===== config.mk =====
export PLATFORM = sky130hd
export DESIGN_NAME = spi_dac_frame_receiver
export DESIGN_NICKNAME = d
export VERILOG_FILES = /design/src/rtl/spi_rx_pkg.sv /design/src/rtl/spi_rx_input_sync.sv /design/src/rtl/spi_dac_frame_receiver.sv
export SDC_FILE = /design/constraint.sdc
export NUM_CORES = 1
export LEC_CHECK = 0
export CAP_MARGIN = 25
export CORE_MARGIN = 2
export CORE_UTILIZATION = 45
export DETAILED_ROUTE_END_ITERATION = 8
export GPL_TIMING_DRIVEN = 0
export PLACE_DENSITY = 0.77
export SETUP_SLACK_MARGIN = 0.02
export SLEW_MARGIN = 10
export SYNTH_ARGS = -nofsm -noshare
export SYNTH_HDL_FRONTEND = slang
export SYNTH_HIERARCHICAL = 1
export SYNTH_SLANG_ARGS = --single-unit

===== constraint.sdc =====
create_clock -name clk -period 2 [get_ports clk]
set_clock_uncertainty 0.2 [all_clocks]
set_input_delay 0.2 -clock clk [delete_from_list [all_inputs] [get_ports clk]]
set_output_delay 0.2 -clock clk [all_outputs]
set_load 0.1 [all_outputs]

===== src/rtl/spi_rx_pkg.sv =====
// Shared types and defaults for the DAC serial-link receiver.
package spi_rx_pkg;

  typedef enum logic {IDLE, SHIFT} rx_state_t;

  localparam int DEFAULT_WORD_BITS = 16;
  localparam int DEFAULT_TIMEOUT   = 4096;

endpackage


===== src/rtl/spi_rx_input_sync.sv =====
// Multi-flop synchronizer for one link input plus a single delay flop,
// so the core can see both the current and the previous synchronized level.
module spi_rx_input_sync #(
  parameter int SYNC_STAGES = 2
) (
  input  logic clk,
  input  logic rst_n,
  input  logic d,
  output logic q_s,
  output logic q_s_d
);

  logic [SYNC_STAGES-1:0] sync_q, sync_d;
  logic                   dly_q, dly_d;

  // next values: shift the raw input in, delay flop follows the last stage
  always_comb begin
    sync_d = {sync_q[SYNC_STAGES-2:0], d};
    dly_d  = sync_q[SYNC_STAGES-1];
  end

  // synchronizer chain and delay flop, all cleared by reset
  always_ff @(posedge clk or negedge rst_n) begin
    if (!rst_n) begin
      sync_q <= '0;
      dly_q  <= 1'b0;
    end else begin
      sync_q <= sync_d;
      dly_q  <= dly_d;
    end
  end

  assign q_s   = sync_q[SYNC_STAGES-1];
  assign q_s_d = dly_q;

endmodule


===== src/rtl/spi_dac_frame_receiver.sv =====
// Receiver for the 3-wire DAC link: oversamples sclk/sync/mosi with clk,
// deserializes MSB-first words and flags aborted frames.
//
//   state | meaning
//   IDLE  | waiting for an sclk rising edge that carries sync=1
//   SHIFT | frame in progress, collecting WORD_BITS data bits
module spi_dac_frame_receiver
  import spi_rx_pkg::*;
#(
  parameter int WORD_BITS      = DEFAULT_WORD_BITS,
  parameter int SYNC_STAGES    = 2,
  parameter int TIMEOUT_CYCLES = DEFAULT_TIMEOUT
) (
  input  logic                 clk,
  input  logic                 rst_n,
  input  logic                 sclk,
  input  logic                 sync,
  input  logic                 mosi,
  output logic [WORD_BITS-1:0] data_out,
  output logic                 data_valid,
  output logic                 frame_error,
  output logic                 busy,
  output logic [15:0]          frame_count
);

  localparam int CNT_W = $clog2(WORD_BITS + 1);
  localparam int TMO_W = $clog2(TIMEOUT_CYCLES + 1);
  localparam logic [CNT_W-1:0] LAST_BIT  = CNT_W'(WORD_BITS - 1);
  localparam logic [TMO_W-1:0] TMO_LIMIT = TMO_W'(TIMEOUT_CYCLES);

  logic sclk_s, sclk_s_d, sync_s, sync_s_d, mosi_s, mosi_s_d;
  logic bit_event;

  spi_rx_input_sync #(.SYNC_STAGES(SYNC_STAGES)) u_sync_sclk (
    .clk(clk), .rst_n(rst_n), .d(sclk), .q_s(sclk_s), .q_s_d(sclk_s_d));
  spi_rx_input_sync #(.SYNC_STAGES(SYNC_STAGES)) u_sync_sync (
    .clk(clk), .rst_n(rst_n), .d(sync), .q_s(sync_s), .q_s_d(sync_s_d));
  spi_rx_input_sync #(.SYNC_STAGES(SYNC_STAGES)) u_sync_mosi (
    .clk(clk), .rst_n(rst_n), .d(mosi), .q_s(mosi_s), .q_s_d(mosi_s_d));

  // Only the pre-edge (delayed) copies of sync and mosi are sampled.
  logic unused_inputs;
  assign unused_inputs = sync_s ^ mosi_s;

  assign bit_event = sclk_s & ~sclk_s_d;

  rx_state_t            state_q, state_d;
  logic [WORD_BITS-1:0] shift_q, shift_d;
  logic [CNT_W-1:0]     bit_cnt_q, bit_cnt_d;
  logic [TMO_W-1:0]     tmo_q, tmo_d;
  logic [WORD_BITS-1:0] data_out_q, data_out_d;
  logic                 data_valid_q, data_valid_d;
  logic                 frame_error_q, frame_error_d;
  logic [15:0]          frame_count_q, frame_count_d;
  logic [WORD_BITS-1:0] shifted;

  // frame FSM: next state, shift register, counters and output pulses
  always_comb begin
    state_d       = state_q;
    shift_d       = shift_q;
    bit_cnt_d     = bit_cnt_q;
    tmo_d         = tmo_q;
    data_out_d    = data_out_q;
    data_valid_d  = 1'b0;
    frame_error_d = 1'b0;
    frame_count_d = frame_count_q;
    shifted       = {shift_q[WORD_BITS-2:0], mosi_s_d};

    case (state_q)
      IDLE: begin
        // idle clocks with sync low are normal transmitter filler
        if (bit_event && sync_s_d) begin
          state_d   = SHIFT;
          shift_d   = '0;
          bit_cnt_d = '0;
          tmo_d     = '0;
        end
      end
      SHIFT: begin
        if (bit_event) begin
          tmo_d = '0;
          if (sync_s_d) begin
            // early restart: this edge opens a new frame and carries no data
            frame_error_d = 1'b1;
            shift_d       = '0;
            bit_cnt_d     = '0;
          end else begin
            shift_d   = shifted;
            bit_cnt_d = bit_cnt_q + 1'b1;
            if (bit_cnt_q == LAST_BIT) begin
              data_out_d    = shifted;
              data_valid_d  = 1'b1;
              frame_count_d = frame_count_q + 16'd1;
              state_d       = IDLE;
            end
          end
        end else if (tmo_q >= TMO_LIMIT - 1'b1) begin
          tmo_d         = TMO_LIMIT;
          frame_error_d = 1'b1;
          state_d       = IDLE;
        end else begin
          tmo_d = tmo_q + 1'b1;
        end
      end
      default: state_d = IDLE;
    endcase
  end

  // state and output registers
  always_ff @(posedge clk or negedge rst_n) begin
    if (!rst_n) begin
      state_q       <= IDLE;
      shift_q       <= '0;
      bit_cnt_q     <= '0;
      tmo_q         <= '0;
      data_out_q    <= '0;
      data_valid_q  <= 1'b0;
      frame_error_q <= 1'b0;
      frame_count_q <= '0;
    end else begin
      state_q       <= state_d;
      shift_q       <= shift_d;
      bit_cnt_q     <= bit_cnt_d;
      tmo_q         <= tmo_d;
      data_out_q    <= data_out_d;
      data_valid_q  <= data_valid_d;
      frame_error_q <= frame_error_d;
      frame_count_q <= frame_count_d;
    end
  end

  assign data_out    = data_out_q;
  assign data_valid  = data_valid_q;
  assign frame_error = frame_error_q;
  assign busy        = (state_q == SHIFT);
  assign frame_count = frame_count_q;

endmodule


## Word-level counts from Yosys, hierarchy flattened

Cells that the tools add are included.

- Add/sub/neg operators: 3
- Order comparisons: 1
- Equality and inequality tests: 3
- Multiplexer cells: 26
- Bitwise logic cells: 4
- Reductions and logical operators: 3

Operators with widths:

| operator | number |
|---|---|
| 2-to-1 mux 15 bit | 3 |
| 2-to-1 mux 13 bit | 3 |
| case mux 15 bit (2 select lines) | 1 |
| case mux 13 bit (2 select lines) | 1 |
| adder 16 x 1 -> 16 bit (second input constant) | 1 |
| 2-to-1 mux 5 bit | 3 |
| adder 13 x 1 -> 13 bit (second input constant) | 1 |
| >= comparator 13 x 12 -> 1 bit (second input constant) | 1 |
| 2-to-1 mux 1 bit | 13 |
| case mux 5 bit (2 select lines) | 1 |
| adder 5 x 1 -> 5 bit (second input constant) | 1 |
| == test 5 x 4 -> 1 bit (second input constant) | 1 |
| != test 2 bit (second input constant) | 2 |
| AND reduction 4 bit | 1 |
| inverter 1 bit | 3 |
| case mux 1 bit (2 select lines) | 1 |
| AND reduction 2 bit | 1 |
| AND 1 bit | 1 |
| logical AND 1 bit | 1 |

- Register bits: 77
- Input bits: 5
- Output and inout bits: 35
- Word-level logic and storage cells: 54

## Longest topological paths before layout

- Depth after elaboration: 5
- Mapped depth: 8
- Depth with buffers taken out: 7

## Modules after synthesis

Netlist, hierarchy kept.

By module, submodules not included:

| module | instances | cells each | area each (um2) | seq. area each (um2) |
|---|---|---|---|---|
| spi_dac_frame_receiver | 1 | 242 | 2990.4 | 1701.6 |
| spi_rx_input_sync | 3 | 3 | 75.1 | 75.1 |

## Worst setup path before layout

Ideal clock, no wire load.

- Path kind: reg2reg
- Start: reg state_q (netlist: busy)
- End: reg frame_count_q[11] (netlist: frame_count[11])
- Library setup time: 0.158 ns
- Arrival: 2.123 ns
- Data required time: 1.642 ns
- Slack: -0.481 ns
- Stages on the path, launching flop included: 6
- Buffers on the path: 1
- Period minus slack after synthesis: 2.481 ns
- Cells stage by stage: dfrtp_1 clkbuf_1 nand2_1 nor4_4 nand4_1 xnor2_1

- Word-level cells in the longest chain between the ends: 1

RTL lines:

| item | line | RTL |
|---|---|---|
| from (decl) | spi_dac_frame_receiver.sv:47 | `rx_state_t state_q, state_d;` |
| from (signal assigned) | spi_dac_frame_receiver.sv:121 | `state_q <= state_d;` |
| AND reduction 4 bit (no source line) | - |  |
| to (signal assigned) | spi_dac_frame_receiver.sv:128 | `frame_count_q <= frame_count_d;` |
| to (decl) | spi_dac_frame_receiver.sv:54 | `logic [15:0] frame_count_q, frame_count_d;` |

Every way passes these cells.
A chain may end at the register's enable or synchronous reset.

## Final worst setup path

- Start: reg tmo_q[1]
- End: reg tmo_q[9]

- Word-level cells in the longest chain between the ends: 4
- Elaborated cells between the ends (all ways): 5
- Those cells by class: add/sub (1); order compare (1); mux (3)

RTL lines:

| item | line | RTL |
|---|---|---|
| from (decl) | spi_dac_frame_receiver.sv:50 | `logic [TMO_W-1:0] tmo_q, tmo_d;` |
| from (signal assigned) | spi_dac_frame_receiver.sv:124 | `tmo_q <= tmo_d;` |
| adder 13 x 1 -> 13 bit / >= comparator 13 x 12 -> 1 bit (equally long branches) | spi_dac_frame_receiver.sv:102, spi_dac_frame_receiver.sv:97 |  |
| 2-to-1 mux 13 bit (*) | spi_dac_frame_receiver.sv:97 | `end else if (tmo_q >= TMO_LIMIT - 1'b1) begin` |
| 2-to-1 mux 13 bit (*) | spi_dac_frame_receiver.sv:80 | `if (bit_event) begin` |
| case mux 13 bit (2 select lines) (*) | spi_dac_frame_receiver.sv:69 | `case (state_q)` |

Every way passes the cells marked *; elsewhere a longest branch is shown, timed or not.

==> impl_metrics.py <==
metrics = {
    "placed_design": {
        "dp.final_hpwl_um": 4033,
        "place_area_mm2": 0.003782,
        "gp_congestion": 0.8754,
        "dp_cells": 387,
        "io_buffers": 39,
    },
    "routing": {
        "drc_errors": 0,
        "drtIter0Drc": 228,
        "final_antenna_net_count": 0,
        "avgRoutedWirePerCell_um": 16.29,
        "viasPerCell": 5.575,
        "routed_wl_um": 7021,
        "drt-pass1-iter-count": 4,
        "vias": 2403,
    },
    "critical_path": {
        "worstPathRequired_ns": 2.03,
        "critPathLaunchType": "flip-flop",
        "reg2reg_from": "tmo_q[1]",
        "cp_max_fo": 6,
        "crit_type": "flip-flop to flip-flop",
        "worst_ep_arrival_time_ns": 2.08,
        "cp-end-kind": "flip-flop",
        "reg2reg_slack_ns": -0.04,
        "critical_path.startpoint": "tmo_q[1]",
    },
    "sta": {
        "fin_crit_ns": 2.043,
        "fin_tns_setup_ns": -0.2889,
        "post-route-period-util_pct": 102.2,
        "worstMarginPinSlew_ns": 0.9540,
        "relSlewSlack_pct": 36.65,
        "fmax_mhz": 489.4,
        "layout_setup_ws_ns": -0.04337,
        "hold_viol": 0,
        "setup_viol": 21,
        "rsz0062_at_grt": "yes",
        "drv_slew": 0,
    },
    "pwr": {
        "power.density_mw_per_mm2": 832.6,
        "power.switching_uw": 997.6,
        "clkPwrFrac_pct": 36.2,
        "swShare_pct": 27.40,
        "leakagePower_nw": 2.019,
        "sequentialPowerShare_pct": 47.9,
        "p_total_mw": 3.641,
        "internal_power_mw": 2.643,
        "peakVddDrop_mv": 0.6029,
        "comb_power_share_pct": 16.0,
    },
    "cells_and_area": {
        "fin_cells": 431,
        "mostFrequentLayoutCells": "63 x dfrtp_1, 23 x buf_4, 20 x nand2_1, 18 x clkbuf_2, 18 x a22o_1",
        "layout-drive-gt1-share_pct": 41.79,
        "nets": 339,
        "final_common_cell": "dfrtp_1",
        "fill_cells": 520,
        "antenna_cells": 0,
        "final_area_mm2": 0.004373,
        "area_delta_synth_final_pct": 35.99,
    },
    "clock_tree": {
        "numCtsBuffers": 9,
        "cts_tree": "done",
        "clk_path_buf_depth": 2,
        "cts.reportedPaths.clkPinSlew_ns": 0.07,
        "clock_sinks": 77,
        "htree_levels": 3,
        "clock_latency_ns": 0.35,
        "cts-root-buf": "clkbuf_8",
    },
    "floorplan": {
        "die_h_um": 88.53,
        "die_w_um": 88.53,
        "start_util_pct": 46.81,
        "core_area_mm2": 0.006869,
        "rows": 30,
        "die-area_mm2": 0.007838,
        "io_pins": 40,
    },
    "global_routing": {
        "grt_max_degree": 49,
        "track_usage_pct": 18.32,
        "grt_antenna_before_repair": 0,
        "grt_pass1_wl_um": 10920,
        "grt_pass1_vias": 2262,
        "grt.overflow.total": 0,
    },
    "logic_synthesis": {
        "synth.distinct_cells": 46,
        "syn_area_per_cell_um2": 12.81,
        "synth_edf_count": 0,
        "synth_top_flop_cell": "dfrtp_1",
        "synth_seq_area_share_pct": 59.92,
        "netlist_instances": 251,
        "synth_fp_nets": 260,
        "yosysWarningCount": 6,
        "syn_area_mm2": 0.003216,
        "async_flop_share_pct": 100.0,
        "synth_seq_cells": 77,
    },
    "job": {
        "maxCapViolCount": 0,
    },
    "min_path": {
        "hold_start": "sclk",
        "hp-class": "input port to flip-flop",
    },
    "outcome": {
        "violations": "negative setup slack",
        "status": "finished, violations left",
    },
}
[cells in the mapped netlist, types with 2 or more instances]
library cell	number	area [um^2]
a21oi_1	4	20.02
a22o_1	18	157.7
and3_1	4	25.02
buf_2	2	10.01
buf_4	3	22.52
clkbuf_1	2	7.510
dfrtp_1	77	1927
ha_1	4	50.05
inv_1	5	18.77
mux2_2	17	191.4
nand2_1	22	82.58
nand2b_1	2	12.51
nand3_1	7	35.03
nand4_1	8	50.05
nor2_1	5	18.77
nor2_2	2	12.51
nor3_1	6	30.03
nor3b_1	2	15.01
nor4_1	4	25.02
nor4_4	2	42.54
o211ai_1	2	15.01
o21a_1	5	37.54
o21ai_0	4	20.02
o311ai_0	6	52.55
o31ai_1	3	22.52
or4_1	2	15.01
xnor2_1	11	96.34
xor2_1	4	35.03
[power groups by stage]
stage	Clock (mW)	Sequential [mW]	Combinational (mW)
CTS	1.35	1.73	0.445
global route	1.42	1.75	0.628
global placement	0	1.76	0.347
detailed placement	0	1.77	0.366
floorplan	0	1.79	0.207
finish	1.32	1.74	0.582
[worst max-delay path, stage by stage, from the launching register on]
cell	delay (ns)
dfrtp_1	0.44
ha_4	0.19
a21oi_4	0.04
o41ai_4	0.52
buf_4	0.21
nor2_4	0.05
a221o_1	0.29
[what timing repair did]
action,in CTS,in global routing
pin swaps,6,12
gates resized for setup,89,69
buffers inserted,8,17
hold buffers,1,0
endpoints found under the setup margin,80,58
endpoints found under the hold margin,77,0
cloned,0,2
[stage by stage]
stage | hold WS (ns) | util (%) | setup WS [ns]
floorplan | -0.2956 | - | 0.02713
global placement | 0.1355 | 54.70 | -2.617
detailed placement | -0.03707 | 55.06 | -0.1468
CTS | 0.06625 | 60.31 | 0.01688
global route | 0.07108 | 63.66 | -0.1254
finish | 0.08713 | 63.66 | -0.04337
[worst paths after layout]
path | end | depth (start not counted)
max in group asynchronous | frame_count[6] | 3
min | u_sync_sclk/sync_q[0] | 1
max | tmo_q[9] | 6
min in group asynchronous | shift_q[1] | 2
max reg2reg | tmo_q[9] | 6
min reg2reg | u_sync_mosi/q_s_d | 0
[metal layers]
layer	share of wire, %	global-route usage, %	vias up	wire, um
met4	1.7	8.678	0	119
met2	48	27.27	74	3403
met3	4.4	4.384	15	308
li1	-	-	1090	-
met5	0	0	-	0
met1	45	25.43	1224	3190
[final cells by class]
type / count / area [um^2] / area share, %
repair buffers: 68 / 586.8 / 13.42
well taps: 96 / 120.1 / 2.747
inverters: 5 / 18.77 / 0.4292
clock inverters: 5 / 82.58 / 1.888
clock buffers: 11 / 141.4 / 3.233
multi-input cells: 160 / 1398 / 31.96
plain buffers: 9 / 78.83 / 1.803
flip-flops and latches: 77 / 1947 / 44.52
[state kept, by name, summed over array words and instances, names as in the netlist, 2 cells and up]
signal and cells:
u_sync_sync/sync_q 2, data_out 16, shift_q 15, bit_cnt_q 5, u_sync_mosi/sync_q 2, u_sync_sclk/sync_q 2
frame_count 16, tmo_q 13
[cell families after synthesis]
| logic type | synth area share [%] |
|---|---|
| compound gates | 12.53 |
| xor+xnor | 4.085 |
| fa+ha+maj | 1.556 |
| buf+inv | 2.335 |
| flops | 59.92 |
| mux | 6.264 |
| simple gates | 13.31 |
Power figures use the tool's default switching activity.
